`src/rtl/mult_share_pkg.sv`:
```
// Shared types and defaults for the shared-multiplier scheduler.
package mult_share_pkg;

   typedef enum logic [1:0] {
      IDLE,
      MUL,
      RESP
   } state_t;

   localparam int unsigned DEF_WIDTH      = 11;
   localparam int unsigned DEF_NUM_REQ    = 4;
   localparam int unsigned DEF_MUL_CYCLES = 1;

   // Width needed to hold values 0..n-1, never below one bit.
   function automatic int unsigned idx_width(input int unsigned n);
      return (n <= 2) ? 1 : $clog2(n);
   endfunction

endpackage

```
`src/rtl/mult_share_arbiter_rr_arbiter.sv`:
```
// Round-robin grant: first asserted request at or after ptr, with wrap-around.
module rr_arbiter
   import mult_share_pkg::*;
#(
   parameter  int unsigned NUM_REQ = DEF_NUM_REQ,
   localparam int unsigned IDW     = idx_width(NUM_REQ)
) (
   input  logic [NUM_REQ-1:0] req,
   input  logic [IDW-1:0]     ptr,
   output logic [NUM_REQ-1:0] grant,
   output logic [IDW-1:0]     idx
);

   logic           found;
   logic [IDW-1:0] pos;

   always_comb begin
      grant = '0;
      idx   = '0;
      found = 1'b0;
      pos   = '0;
      for (int unsigned off = 0; off < NUM_REQ; off++) begin
         pos = IDW'((32'(ptr) + off) % NUM_REQ);
         if (!found && req[pos]) begin
            found      = 1'b1;
            grant[pos] = 1'b1;
            idx        = pos;
         end
      end
   end

endmodule

```
`src/rtl/parallel_multiplier_11_PPA_Kogge_Stone.sv`:
```
// Combinational unsigned array multiplier: partial-product rows summed
// with Kogge-Stone parallel-prefix adders.
module parallel_multiplier_11_PPA_Kogge_Stone #(
   parameter int unsigned width = 11
) (
   input  logic [width-1:0]   a,
   input  logic [width-1:0]   b,
   output logic [2*width-1:0] product
);

   localparam int unsigned PW = 2 * width;

   function automatic logic [PW-1:0] ks_add(input logic [PW-1:0] x, input logic [PW-1:0] y);
      logic [PW-1:0] g;
      logic [PW-1:0] p;
      logic [PW-1:0] t;
      logic [PW-1:0] gn;
      logic [PW-1:0] pn;
      g = x & y;
      p = x ^ y;
      t = p;
      for (int unsigned d = 1; d < PW; d = d * 2) begin
         gn = g;
         pn = p;
         for (int unsigned i = d; i < PW; i++) begin
            gn[i] = g[i] | (p[i] & g[i-d]);
            pn[i] = p[i] & p[i-d];
         end
         g = gn;
         p = pn;
      end
      // g[i] is now the carry out of bits 0..i, i.e. the carry into bit i+1.
      return t ^ {g[PW-2:0], 1'b0};
   endfunction

   logic [PW-1:0] ext_a;
   logic [PW-1:0] acc;

   assign ext_a = {{width{1'b0}}, a};

   always_comb begin
      acc = '0;
      for (int unsigned r = 0; r < width; r++) begin
         if (b[r]) begin
            acc = ks_add(acc, ext_a << r);
         end
      end
   end

   assign product = acc;

endmodule

```
`src/rtl/mult_share_arbiter.sv`:
```
// Round-robin scheduler sharing one multiplier among NUM_REQ requesters.
// Optional MULT_SHARE_ZERO_SKIP_EN: zero operands bypass the MUL wait.
module mult_share_arbiter
   import mult_share_pkg::*;
#(
   parameter  int unsigned WIDTH      = DEF_WIDTH,
   parameter  int unsigned NUM_REQ    = DEF_NUM_REQ,
   parameter  int unsigned MUL_CYCLES = DEF_MUL_CYCLES,
   localparam int unsigned IDW        = idx_width(NUM_REQ)
) (
   input  logic                     clk,
   input  logic                     rst_n,
   input  logic [NUM_REQ-1:0]       req_valid,
   output logic [NUM_REQ-1:0]       req_ready,
   input  logic [NUM_REQ*WIDTH-1:0] req_a,
   input  logic [NUM_REQ*WIDTH-1:0] req_b,
   output logic                     rsp_valid,
   input  logic                     rsp_ready,
   output logic [IDW-1:0]           rsp_id,
   output logic [2*WIDTH-1:0]       rsp_product
);

   localparam int unsigned CW = idx_width(MUL_CYCLES);

`ifdef MULT_SHARE_ZERO_SKIP_EN
   localparam bit ZERO_SKIP = 1'b1;
`else
   localparam bit ZERO_SKIP = 1'b0;
`endif

   state_t               state;
   logic [IDW-1:0]       ptr;
   logic [IDW-1:0]       ptr_nxt;
   logic [IDW-1:0]       g_idx;
   logic [IDW-1:0]       id_q;
   logic [NUM_REQ-1:0]   g_hot;
   logic [CW-1:0]        cnt;
   logic [WIDTH-1:0]     a_q;
   logic [WIDTH-1:0]     b_q;
   logic [WIDTH-1:0]     a_sel;
   logic [WIDTH-1:0]     b_sel;
   logic [2*WIDTH-1:0]   prod;
   logic                 take;
   logic                 zero_op;

   rr_arbiter #(
      .NUM_REQ(NUM_REQ)
   ) u_arb (
      .req   (req_valid),
      .ptr   (ptr),
      .grant (g_hot),
      .idx   (g_idx)
   );

   parallel_multiplier_11_PPA_Kogge_Stone #(
      .width(WIDTH)
   ) u_mul (
      .a       (a_q),
      .b       (b_q),
      .product (prod)
   );

   // Ready is gated by rst_n so it is low throughout reset, not just after an edge.
   assign req_ready = (rst_n && (state == IDLE)) ? g_hot : '0;
   assign take      = |req_ready;
   assign ptr_nxt   = (g_idx == IDW'(NUM_REQ - 1)) ? '0 : g_idx + 1'b1;

   always_comb begin
      a_sel = '0;
      b_sel = '0;
      for (int unsigned i = 0; i < NUM_REQ; i++) begin
         if (g_hot[i]) begin
            a_sel = req_a[i*WIDTH +: WIDTH];
            b_sel = req_b[i*WIDTH +: WIDTH];
         end
      end
   end

   assign zero_op = ZERO_SKIP && ((a_sel == '0) || (b_sel == '0));

   always_ff @(posedge clk or negedge rst_n) begin
      if (!rst_n) begin
         state       <= IDLE;
         ptr         <= '0;
         cnt         <= '0;
         a_q         <= '0;
         b_q         <= '0;
         id_q        <= '0;
         rsp_valid   <= 1'b0;
         rsp_id      <= '0;
         rsp_product <= '0;
      end else begin
         case (state)
            IDLE: begin
               if (take) begin
                  a_q  <= a_sel;
                  b_q  <= b_sel;
                  id_q <= g_idx;
                  ptr  <= ptr_nxt;
                  cnt  <= CW'(MUL_CYCLES - 1);
                  if (zero_op) begin
                     rsp_product <= '0;
                     rsp_id      <= g_idx;
                     rsp_valid   <= 1'b1;
                     state       <= RESP;
                  end else begin
                     state <= MUL;
                  end
               end
            end
            MUL: begin
               if (cnt != '0) begin
                  cnt <= cnt - 1'b1;
               end else begin
                  rsp_product <= prod;
                  rsp_id      <= id_q;
                  rsp_valid   <= 1'b1;
                  state       <= RESP;
               end
            end
            RESP: begin
               if (rsp_ready) begin
                  rsp_valid <= 1'b0;
                  state     <= IDLE;
               end
            end
            default: state <= IDLE;
         endcase
      end
   end

endmodule

```
`config.mk`:
```
export PLATFORM = sky130hd
export DESIGN_NAME = mult_share_arbiter
export DESIGN_NICKNAME = d
export VERILOG_FILES = /design/src/rtl/mult_share_pkg.sv /design/src/rtl/mult_share_arbiter_rr_arbiter.sv /design/src/rtl/parallel_multiplier_11_PPA_Kogge_Stone.sv /design/src/rtl/mult_share_arbiter.sv
export SDC_FILE = /design/constraint.sdc
export NUM_CORES = 1
export LEC_CHECK = 0
export ABC_AREA = 1
export BUFFER_PORTS_ARGS = -buffer_cell sky130_fd_sc_hd__buf_2
export CORE_MARGIN = 2
export CORE_UTILIZATION = 40
export CTS_CLUSTER_SIZE = 10
export DETAILED_ROUTE_END_ITERATION = 16
export PLACE_DENSITY_LB_ADDON = 0.3
export SLEW_MARGIN = 10
export SYNTH_ARGS = -nofsm -noshare
export SYNTH_HDL_FRONTEND = slang
export SYNTH_SLANG_ARGS = --single-unit
```
`constraint.sdc`:
```
create_clock -name clk -period 13.9 [get_ports clk]
set_input_delay 0.695 -clock clk [delete_from_list [all_inputs] [get_ports clk]]
set_output_delay 0.695 -clock clk [all_outputs]
set_load 0.1 [all_outputs]
```
==> metrics <==
status completed; Post-synth EDFFs 0; die height ~150 um; routed wire length around 28,000 um; Synthesized Nets roughly 1,700; number of global-route vias before repair between 9,000 and 10,000; maximum root-to-sink buffer count 2; unrepaired setup endpoints after global routing false; largest net degree at the start of global routing 55; # H-tree levels 2; row count 55; most used cell along the critical path nand2_1; Fillers around 2,400; Max Transition Viols Final 0; WL/cell roughly 15 um; async set-reset flop share out of synthesis between 90% and 100%; Root Buffer clkbuf_16; Syn Area/Cell about 6.3 um^2; Hold Fails Final Rpt 0; ANT cells 0; Reg2Reg Launch Point a_q[2]; R2R setup slack around 1200 ps; Seq/Total Area, Yosys around 15%; crit share post-route 91.06%; drt first pass iters 6; IO buf count 123; area leader, netlist ha_1; Vias per Instance 5.357; CTS clk-pin slew, worst paths roughly 80 ps; CP startpoint kind flop; CTS tree done; Synth Instances 1,437; Post-Syn Area around 9000 um^2; most frequent cell after synthesis nand2_1; Hold Path Sink rsp_id[0]; area grow syn2layout 11.37%; Seq cells post-synth 53; antenna-violating nets left 0; nets@finish between 1,500 and 2,000; setup_tns 0 ps; hold depth 2; Critical Path End Type flop; Hold WC Path Type reg2reg; CP arrival 12,860 ps; placed wire-length estimate between 20,000 and 25,000 um; core box area ~22,000 um^2; die width around 150 um; reg2reg path depth 80; Die Area 23,910 um^2; Residual DRC 0; post-synth cell types between 50 and 60; CP max FO 12; max_slew headroom between 30% and 40%; antenna violations before repair 0; Setup WS pre-CTS between 1000 and 1500 ps; share of layout cells above drive strength 1 13.19%; fin crit period about 13,000 ps; hold_ws between 400 and 500 ps; end of the worst register-to-register path rsp_product[19]; Final Worst Setup Slack 1243 ps; top cell type's share of synthesized area roughly 16%; clock latency on the worst-skew pair ~310 ps; Final Setup Violations 0; Max Fclk about 0.079 GHz; Vias ~10,000; total track usage 23.09%; Post-synth top cells nand2_1, inv_1, nand3_1, o21ai_0, ha_1; first-pass GRT wire length between 40,000 and 50,000 um; global route overflow 0; CP max stage cell dfrtp_2; max_cap viols 0; placer congestion estimate 0.9281; Hold Startpoint rsp_id[0]; Req. time, crit path approximately 14,000 ps; Initial DRC Count between 500 and 600; Clock Sink Count 53; Area contributors post-synth ha_1, dfrtp_1, nand2_1; CP Class reg2reg; I/O Pins roughly 120; initial core utilization about two fifths; Layout Skew roughly 9.2 ps; CTS buffer count 5; crit-path max cell delay approximately 570 ps; Synth warnings 0; Worst-Margin Slew 949.9 ps; Top FF cell, synth dfrtp_1
## what timing repair did
action | 4_1_cts | 5_1_grt
resized for setup | 0 | 6
setup endpoints to repair | 0 | 4
setup buffers | 0 | 1
hold buffers | 0 | 0
## metal layers
metal	track usage, %	up-vias	routed length [um]
li1	-	5003	-
met5	0	-	0
met4	7.055	0	826
met2	40.82	294	12940
met3	2.242	54	1356
met1	29.75	4420	12690
## registers in the layout, summed over array words and instances (netlist names)
name / cells
b_q: 11
rsp_product: 22
id_q: 2
rsp_valid: 1
rsp_id: 2
state: 2
ptr: 2
a_q: 11
## placed cells by master, fill, tap and decap left out, drive strengths merged, types with 8 or more instances in the layout
cell type,count
a22oi,16
dfrtp,53
inv,205
xor2,40
buf,136
nor2,75
and2,22
nand4,8
a31oi,32
ha,116
or2,16
fa,10
o21ai,133
o21bai,13
nor3,9
nand2,350
a21oi,110
nand3,153
## worst max path at each step
stage | startpoint | endpoint | slack, ps | depth (start not counted)
final | a_q[2] | rsp_product[19] | 1240 | 80
after global placement | a_q[2] | rsp_product[19] | 1180 | 80
after global routing | b_q[0] | rsp_product[19] | 10 | 79
after CTS | a_q[2] | rsp_product[19] | 990 | 80
after detailed placement | a_q[2] | rsp_product[19] | 1050 | 80
after floorplan | a_q[1] | rsp_product[19] | 2350 | 75
## layout make-up
| type | count | area (um^2) | area share (%) |
|---|---|---|---|
| multi-input combinational | 1139 | 6790 | 67.17 |
| sequential | 53 | 1333 | 13.18 |
| inverter | 203 | 762.0 | 7.538 |
| timing repair buffer | 136 | 713.2 | 7.055 |
| tap | 285 | 356.6 | 3.528 |
| clock buffer | 5 | 125.1 | 1.238 |
| clock inverter | 3 | 28.78 | 0.2847 |
## cell families (layout without fill, tap and decap cells)
group | count (synthesis) | after routing | synth area share [%]
AND/OR/NAND/NOR | 638 | 638 | 30.45
adder cells (fa/ha/maj) | 126 | 126 | 18.20
XOR/XNOR | 45 | 45 | 4.342
buffers and inverters | 245 | 347 | 10.66
AO/OA/AOI/OAI | 330 | 330 | 21.74
flip-flops | 53 | 53 | 14.61
## metrics by stage
| step | cells | area [um^2] | util, % |
|---|---|---|---|
| after floorplan | 1437 | 9076 | - |
| after global placement | 1815 | 9941 | 44.31 |
| after detailed placement | 1815 | 9941 | 44.31 |
| after CTS | 1823 | 10090 | 45.00 |
| after global routing | 1824 | 10110 | 45.06 |
| final | 1824 | 10110 | 45.06 |
## worst max-delay path, delay by kind of cell (launching register included)
family                     cells  cell delay [ps]
DFF                            1              570
xor gates and xnor gates       5              830
adders and majority gates     10             3050
AOI/OAI and AO/OA             22             3850
buffers and inverters         10              610
and+or+nand+nor               33             3630
Power is not shown: default switching activity piles up to over one toggle a cycle in this logic, so the estimate is an artifact.
